**src/rtl/fare_pkg.sv**
```systemverilog
// Shared definitions for the fare settlement slice: FSM state encoding,
// default datapath width and the coin denominations also used by the
// coin-insertion stage.
package fare_pkg;

  localparam int FARE_DATA_W = 8;

  typedef enum logic [2:0] {
    IDLE     = 3'd0,
    COLLECT  = 3'd1,
    DISPENSE = 3'd2,
    CHANGE   = 3'd3,
    REFUND   = 3'd4
  } fare_state_t;

  localparam int COIN_1  = 1;
  localparam int COIN_2  = 2;
  localparam int COIN_5  = 5;
  localparam int COIN_10 = 10;

endpackage

```
**src/rtl/fare_change_port.sv**
```systemverilog
// Change/refund output port. A load latches the amount. A non-zero amount
// raises change_vld one cycle later, and it is held until ack is sampled.
// A zero amount is latched silently and never raises change_vld.
module fare_change_port import fare_pkg::*; #(
  parameter int DATA_W = FARE_DATA_W
) (
  input  logic              clk,
  input  logic              rst,
  input  logic              load_i,
  input  logic [DATA_W-1:0] value_i,
  input  logic              ack_i,
  output logic              vld_o,
  output logic [DATA_W-1:0] data_o,
  output logic              done_o
);

  logic              pend_q;
  logic              vld_q;
  logic [DATA_W-1:0] data_q;

  // Latch amount, raise valid a cycle later, clear everything once acked.
  always_ff @(posedge clk or posedge rst) begin
    if (rst) begin
      pend_q <= 1'b0;
      vld_q  <= 1'b0;
      data_q <= '0;
    end else if (load_i) begin
      data_q <= value_i;
      pend_q <= (value_i != '0);
      vld_q  <= 1'b0;
    end else if (pend_q) begin
      pend_q <= 1'b0;
      vld_q  <= 1'b1;
    end else if (vld_q && ack_i) begin
      vld_q  <= 1'b0;
      data_q <= '0;
    end
  end

  assign vld_o  = vld_q;
  assign data_o = data_q;
  assign done_o = vld_q & ack_i;

endmodule

```
**src/rtl/fare_settle.sv**
```systemverilog
// Fare settlement: latches a ticket price, accumulates committed coins into
// credit, pulses ticket_out when the price is met and hands back change or a
// full refund through fare_change_port.
// Optional build macro FARE_TIMEOUT_EN adds an idle auto-refund in COLLECT.
module fare_settle import fare_pkg::*; #(
  parameter int DATA_W      = FARE_DATA_W,
  parameter int MAX_CREDIT  = 200,
  parameter int TIMEOUT_CYC = 1000
) (
  input  logic              clk,
  input  logic              rst,
  input  logic              price_vld,
  input  logic [DATA_W-1:0] price_in,
  input  logic              coin_rdy,
  input  logic [DATA_W-1:0] coin_data,
  input  logic              coin_done,
  input  logic              cancel,
  input  logic              change_ack,
  output logic              busy,
  output logic [DATA_W-1:0] credit,
  output logic              coin_rej,
  output logic              ticket_out,
  output logic              change_vld,
  output logic [DATA_W-1:0] change_data
);

  localparam logic [DATA_W:0] MAX_W = (DATA_W+1)'(MAX_CREDIT);

  fare_state_t       state_q;
  logic [DATA_W-1:0] price_q;
  logic [DATA_W-1:0] credit_q;
  logic [DATA_W-1:0] shadow_q;
  logic              ticket_q;
  logic              rej_q;

  logic [DATA_W:0]   sum_d;
  logic              coin_ok_d;
  logic [DATA_W-1:0] credit_after_d;
  logic              reach_d;
  logic              refund_req_d;
  logic              timeout_hit_d;
  logic              chg_load_d;
  logic [DATA_W-1:0] chg_value_d;
  logic              chg_done;

`ifdef FARE_TIMEOUT_EN
  localparam int TO_W = $clog2(TIMEOUT_CYC) + 1;
  localparam logic [TO_W-1:0] TO_LAST = TO_W'(TIMEOUT_CYC - 1);

  logic [TO_W-1:0] to_cnt_q;

  // Idle counter: held at zero outside COLLECT and restarted by every coin.
  always_ff @(posedge clk or posedge rst) begin
    if (rst) begin
      to_cnt_q <= '0;
    end else if (state_q != COLLECT || coin_done) begin
      to_cnt_q <= '0;
    end else begin
      to_cnt_q <= to_cnt_q + 1'b1;
    end
  end

  assign timeout_hit_d = (state_q == COLLECT) && !coin_done && (to_cnt_q == TO_LAST);
`else
  assign timeout_hit_d = 1'b0;
`endif

  // Coin commit arithmetic and change-port load selection.
  always_comb begin
    sum_d          = {1'b0, credit_q} + {1'b0, shadow_q};
    coin_ok_d      = (sum_d <= MAX_W);
    credit_after_d = (coin_done && coin_ok_d) ? sum_d[DATA_W-1:0] : credit_q;
    reach_d        = coin_done && coin_ok_d && (sum_d >= {1'b0, price_q});
    refund_req_d   = cancel | timeout_hit_d;
    chg_load_d     = 1'b0;
    chg_value_d    = '0;
    if (state_q == DISPENSE) begin
      chg_load_d  = 1'b1;
      chg_value_d = credit_q - price_q;
    end else if (state_q == COLLECT && refund_req_d) begin
      // The refund carries any coin committed in the same cycle.
      chg_load_d  = 1'b1;
      chg_value_d = credit_after_d;
    end
  end

  // Settlement FSM with price/credit/shadow registers and pulsed outputs.
  always_ff @(posedge clk or posedge rst) begin
    if (rst) begin
      state_q  <= IDLE;
      price_q  <= '0;
      credit_q <= '0;
      shadow_q <= '0;
      ticket_q <= 1'b0;
      rej_q    <= 1'b0;
    end else begin
      ticket_q <= 1'b0;
      rej_q    <= 1'b0;
      // The done cycle carries zero data, so the coin value comes from here.
      if (coin_rdy) begin
        shadow_q <= coin_data;
      end
      case (state_q)
        IDLE: begin
          if (coin_done) begin
            rej_q <= 1'b1;
          end
          if (price_vld && price_in != '0) begin
            price_q <= price_in;
            state_q <= COLLECT;
          end
        end
        COLLECT: begin
          if (coin_done && !coin_ok_d) begin
            rej_q <= 1'b1;
          end
          if (refund_req_d) begin
            credit_q <= '0;
            state_q  <= (credit_after_d != '0) ? REFUND : IDLE;
          end else begin
            credit_q <= credit_after_d;
            if (reach_d) begin
              state_q <= DISPENSE;
            end
          end
        end
        DISPENSE: begin
          if (coin_done) begin
            rej_q <= 1'b1;
          end
          ticket_q <= 1'b1;
          credit_q <= '0;
          state_q  <= (credit_q == price_q) ? IDLE : CHANGE;
        end
        CHANGE, REFUND: begin
          if (coin_done) begin
            rej_q <= 1'b1;
          end
          if (chg_done) begin
            state_q <= IDLE;
          end
        end
        default: state_q <= IDLE;
      endcase
    end
  end

  fare_change_port #(.DATA_W(DATA_W)) u_change (
    .clk     (clk),
    .rst     (rst),
    .load_i  (chg_load_d),
    .value_i (chg_value_d),
    .ack_i   (change_ack && (state_q == CHANGE || state_q == REFUND)),
    .vld_o   (change_vld),
    .data_o  (change_data),
    .done_o  (chg_done)
  );

  assign busy       = (state_q != IDLE);
  assign credit     = credit_q;
  assign coin_rej   = rej_q;
  assign ticket_out = ticket_q;

endmodule

```
**config.mk**
```make
export PLATFORM = sky130hd
export DESIGN_NAME = fare_settle
export DESIGN_NICKNAME = d
export VERILOG_FILES = /design/src/rtl/fare_pkg.sv /design/src/rtl/fare_change_port.sv /design/src/rtl/fare_settle.sv
export SDC_FILE = /design/constraint.sdc
export NUM_CORES = 1
export LEC_CHECK = 0
export ABC_AREA = 0
export CORE_AREA = 4 4 103 105
export DETAILED_ROUTE_END_ITERATION = 8
export DIE_AREA = 0 0 107 109
export GPL_TIMING_DRIVEN = 1
export RECOVER_POWER = 25
export SLEW_MARGIN = 20
export SYNTH_ARGS = -nofsm -noshare
export SYNTH_HDL_FRONTEND = slang
export SYNTH_SLANG_ARGS = --single-unit
```
**constraint.sdc**
```tcl
create_clock -name clk -period 7.6 [get_ports clk]
set_clock_uncertainty 0.05 [all_clocks]
set_input_delay 1.14 -clock clk [delete_from_list [all_inputs] [get_ports clk]]
set_output_delay 1.14 -clock clk [all_outputs]
set_load 0.02 [all_outputs]
```
==> out/qor.yml <==
final_common_cell: "clkdlybuf4s50_1"
port_buffers: 42
grt_max_degree: 40
hp-class: "flip-flop to flip-flop"
final_cell_mix: "clkdlybuf4s50_1, dfrtp_1, inv_1, ha_1, o21ai_0"
num-nets-final: 394
core_um2: 9640
rsz0062_at_grt: "no"
die-area_um2: 11700
area_delta_synth_final_pct: 23.1
drive_above_1_share_pct: 10.1
crit_chain: "inv_1, fa_1, inv_1, nor3_1, o32ai_1, a211oi_2, o31a_1, mux2_4, a211oi_1, nand4_1"
run_status: "complete, but fails checks"
p_per_area_nw_per_um2: 358
cts_max_path_buffers: 2
cts.sinks: 39
slew_violations: 40
final_hold_viol_count: 0
post-dp-hpwl_um: 5910
synth_top_cell_area_share_pct: 34.3
start_util_pct: 29.6
maxCapViolations: 1
hold_depth: 1
num_io_pins: 43
min_period_over_period_pct: 46.9
path_clk_slew_ps: 80
path_max_fanout: 9
drt_iter0_markers: 158
hold_buffers: 0
ys_ff_latch: 39
viasPerCell: 5.13
syn_area_per_cell_um2: 9.37
reg2reg_slack_ps: 4040
synth_cell_types: 61
total_power_w: 0.00126
clock-root-buffer: "clkbuf_8"
wl_per_cell_um: 15.7
synth_top_area_cell: "dfrtp_1"
drc: 0
worstSetupEndpointType: "flip-flop"
die_h_um: 109
antenna_found_initial: 0
cts_buffers: 5
p_leak_nw: 1.52
grt_util_all_layers_pct: 13.3
synthTopCellsByArea: "dfrtp_1, ha_1, mux2_2"
crit_required_ps: 7720
totalNegativeSetupSlack_ps: 0
die_x_um: 107
cts_resized: 0
synth-seq-area-share_pct: 34.3
r2r_start: "credit[1]"
reg2reg_to: "u_change.pend_q"
fmax_mhz: 281
synth_nets: 352
row_count: 36
routed_wirelength_um: 7530
postCtsSetupBuffers: 0
hold_start: "u_change.data_o[3]"
rr_worst_depth: 10
cpMostUsedCell: "inv_1"
min_to: "u_change.data_o[3]"
finalWorstSetupSlack_ps: 4040
start_kind: "flip-flop"
hold_ws_ps: 434
async_flop_share_pct: 100
worstSetupPathType: "flip-flop to flip-flop"
clock_latency_ps: 300
htreeDepth: 2
slew_headroom_pct: -48.7
first_pass_iters: 4
synthesis.area_um2: 2850
slowest_delay_ps: 570
vdd_drop_max_mv: 0.148
synth_cells: 304
synthFlopType: "dfrtp_1"
cp_slowest_cell: "fa_1"
gr-total-overflow: 0
grt_pass1_vias: 2442
crit_buf_inv: 2
n_fill_cell: 1005
crit_family: "compound AO/OA/AOI/OAI gates"
num_antenna_cells: 0
synth-edff-count: 0
dr_total_vias: 2462
crit_arrival_ps: 3680
cts_tree: "done"
setup_violations: 0
post-place-ws_ps: 4130
finish.utilization_pct: 36.4
yosys_warnings: 0
grt_pass1_wl_um: 12400
period_needed_ps: 3560
violations: "max-capacitance violations, max-slew violations"
tightest_slew_ps: 2230
gp_congestion: 0.869
ant_nets: 0
==> synthesized netlist by cell type (4+ instances only) <==
library cell  number
xnor2_1            6
mux2_2            15
a21oi_1           10
nand2_1           14
and3_1             4
o21ai_0           20
dfrtp_1           39
nor3_1            13
or3_1              5
inv_1             27
nand4_1            4
a21o_1             5
o211ai_1           5
nor2_1            19
a31oi_1            4
clkbuf_1           8
a22o_1             5
ha_1              23
or2_2              4
and2_1             4
o21a_1             5
a211oi_1           4
==> area by class of cell <==
type | count | area, µm² | area share, %
Inverter | 28 | 105 | 3.00
Timing Repair Buffer | 44 | 432 | 12.3
Sequential cell | 39 | 976 | 27.8
Tap cell | 133 | 166 | 4.75
Clock buffer | 8 | 100 | 2.86
Multi-Input combinational cell | 228 | 1730 | 49.3
==> logic make-up after synthesis <==
group,count (synthesis),synth area share (%)
DFF,39,34.3
and+or+nand+nor,89,16.6
muxes,19,7.69
AOI/OAI and AO/OA,86,22.0
xor gates and xnor gates,9,2.77
buffers and inverters,37,5.14
adders and majority gates,25,11.5
==> worst reg2reg max path, cell delays in order, from the launching register on <==
cell,delay (ps)
dfrtp_1,510
inv_1,130
fa_1,570
inv_1,80
nor3_1,350
o32ai_1,170
a211oi_2,490
o31a_1,350
mux2_4,340
a211oi_1,260
nand4_1,130
==> layer usage <==
metal | up-vias | part of all wire, % | GRT usage, %
li1 | 1203 | - | -
met1 | 1181 | 45 | 17.6
met2 | 69 | 46 | 21.9
met3 | 9 | 6.7 | 2.90
met4 | 0 | 1.5 | 4.02
met5 | - | 0 | 0
==> worst max path at each step <==
stage,from,endpoint,slack [ps],cells past startpoint
after floorplan,credit[0],u_change.pend_q,4360,12
after global placement,credit[0],u_change.pend_q,4220,11
after detailed placement,credit[1],u_change.pend_q,4130,10
after CTS,credit[1],u_change.pend_q,4100,10
after global routing,rst,u_change.data_o[1],3710,3
final,credit[1],u_change.pend_q,4040,10
==> per-stage QoR <==
| stage | cell area, µm² | cells |
|---|---|---|
| 3_3_place_gp | 3410 | 472 |
| 2_1_floorplan | 2850 | 304 |
| 5_1_grt | 3510 | 480 |
| 6_report | 3510 | 480 |
| 4_1_cts | 3510 | 480 |
| 3_5_place_dp | 3410 | 472 |
==> sequential cells by signal (all words and copies together) (netlist names) <==
register / flops
coin_rej: 1
u_change.vld_o: 1
shadow_q: 8
u_change.pend_q: 1
price_q: 8
credit: 8
ticket_out: 1
u_change.data_o: 8
state_q: 3
==> where the power goes <==
part | switching, W | internal [W]
Clock | 0.0000760 | 0.0000829
Sequential | 0.0000609 | 0.000276
Combinational | 0.000419 | 0.000341
Power figures use the tool's default switching activity.
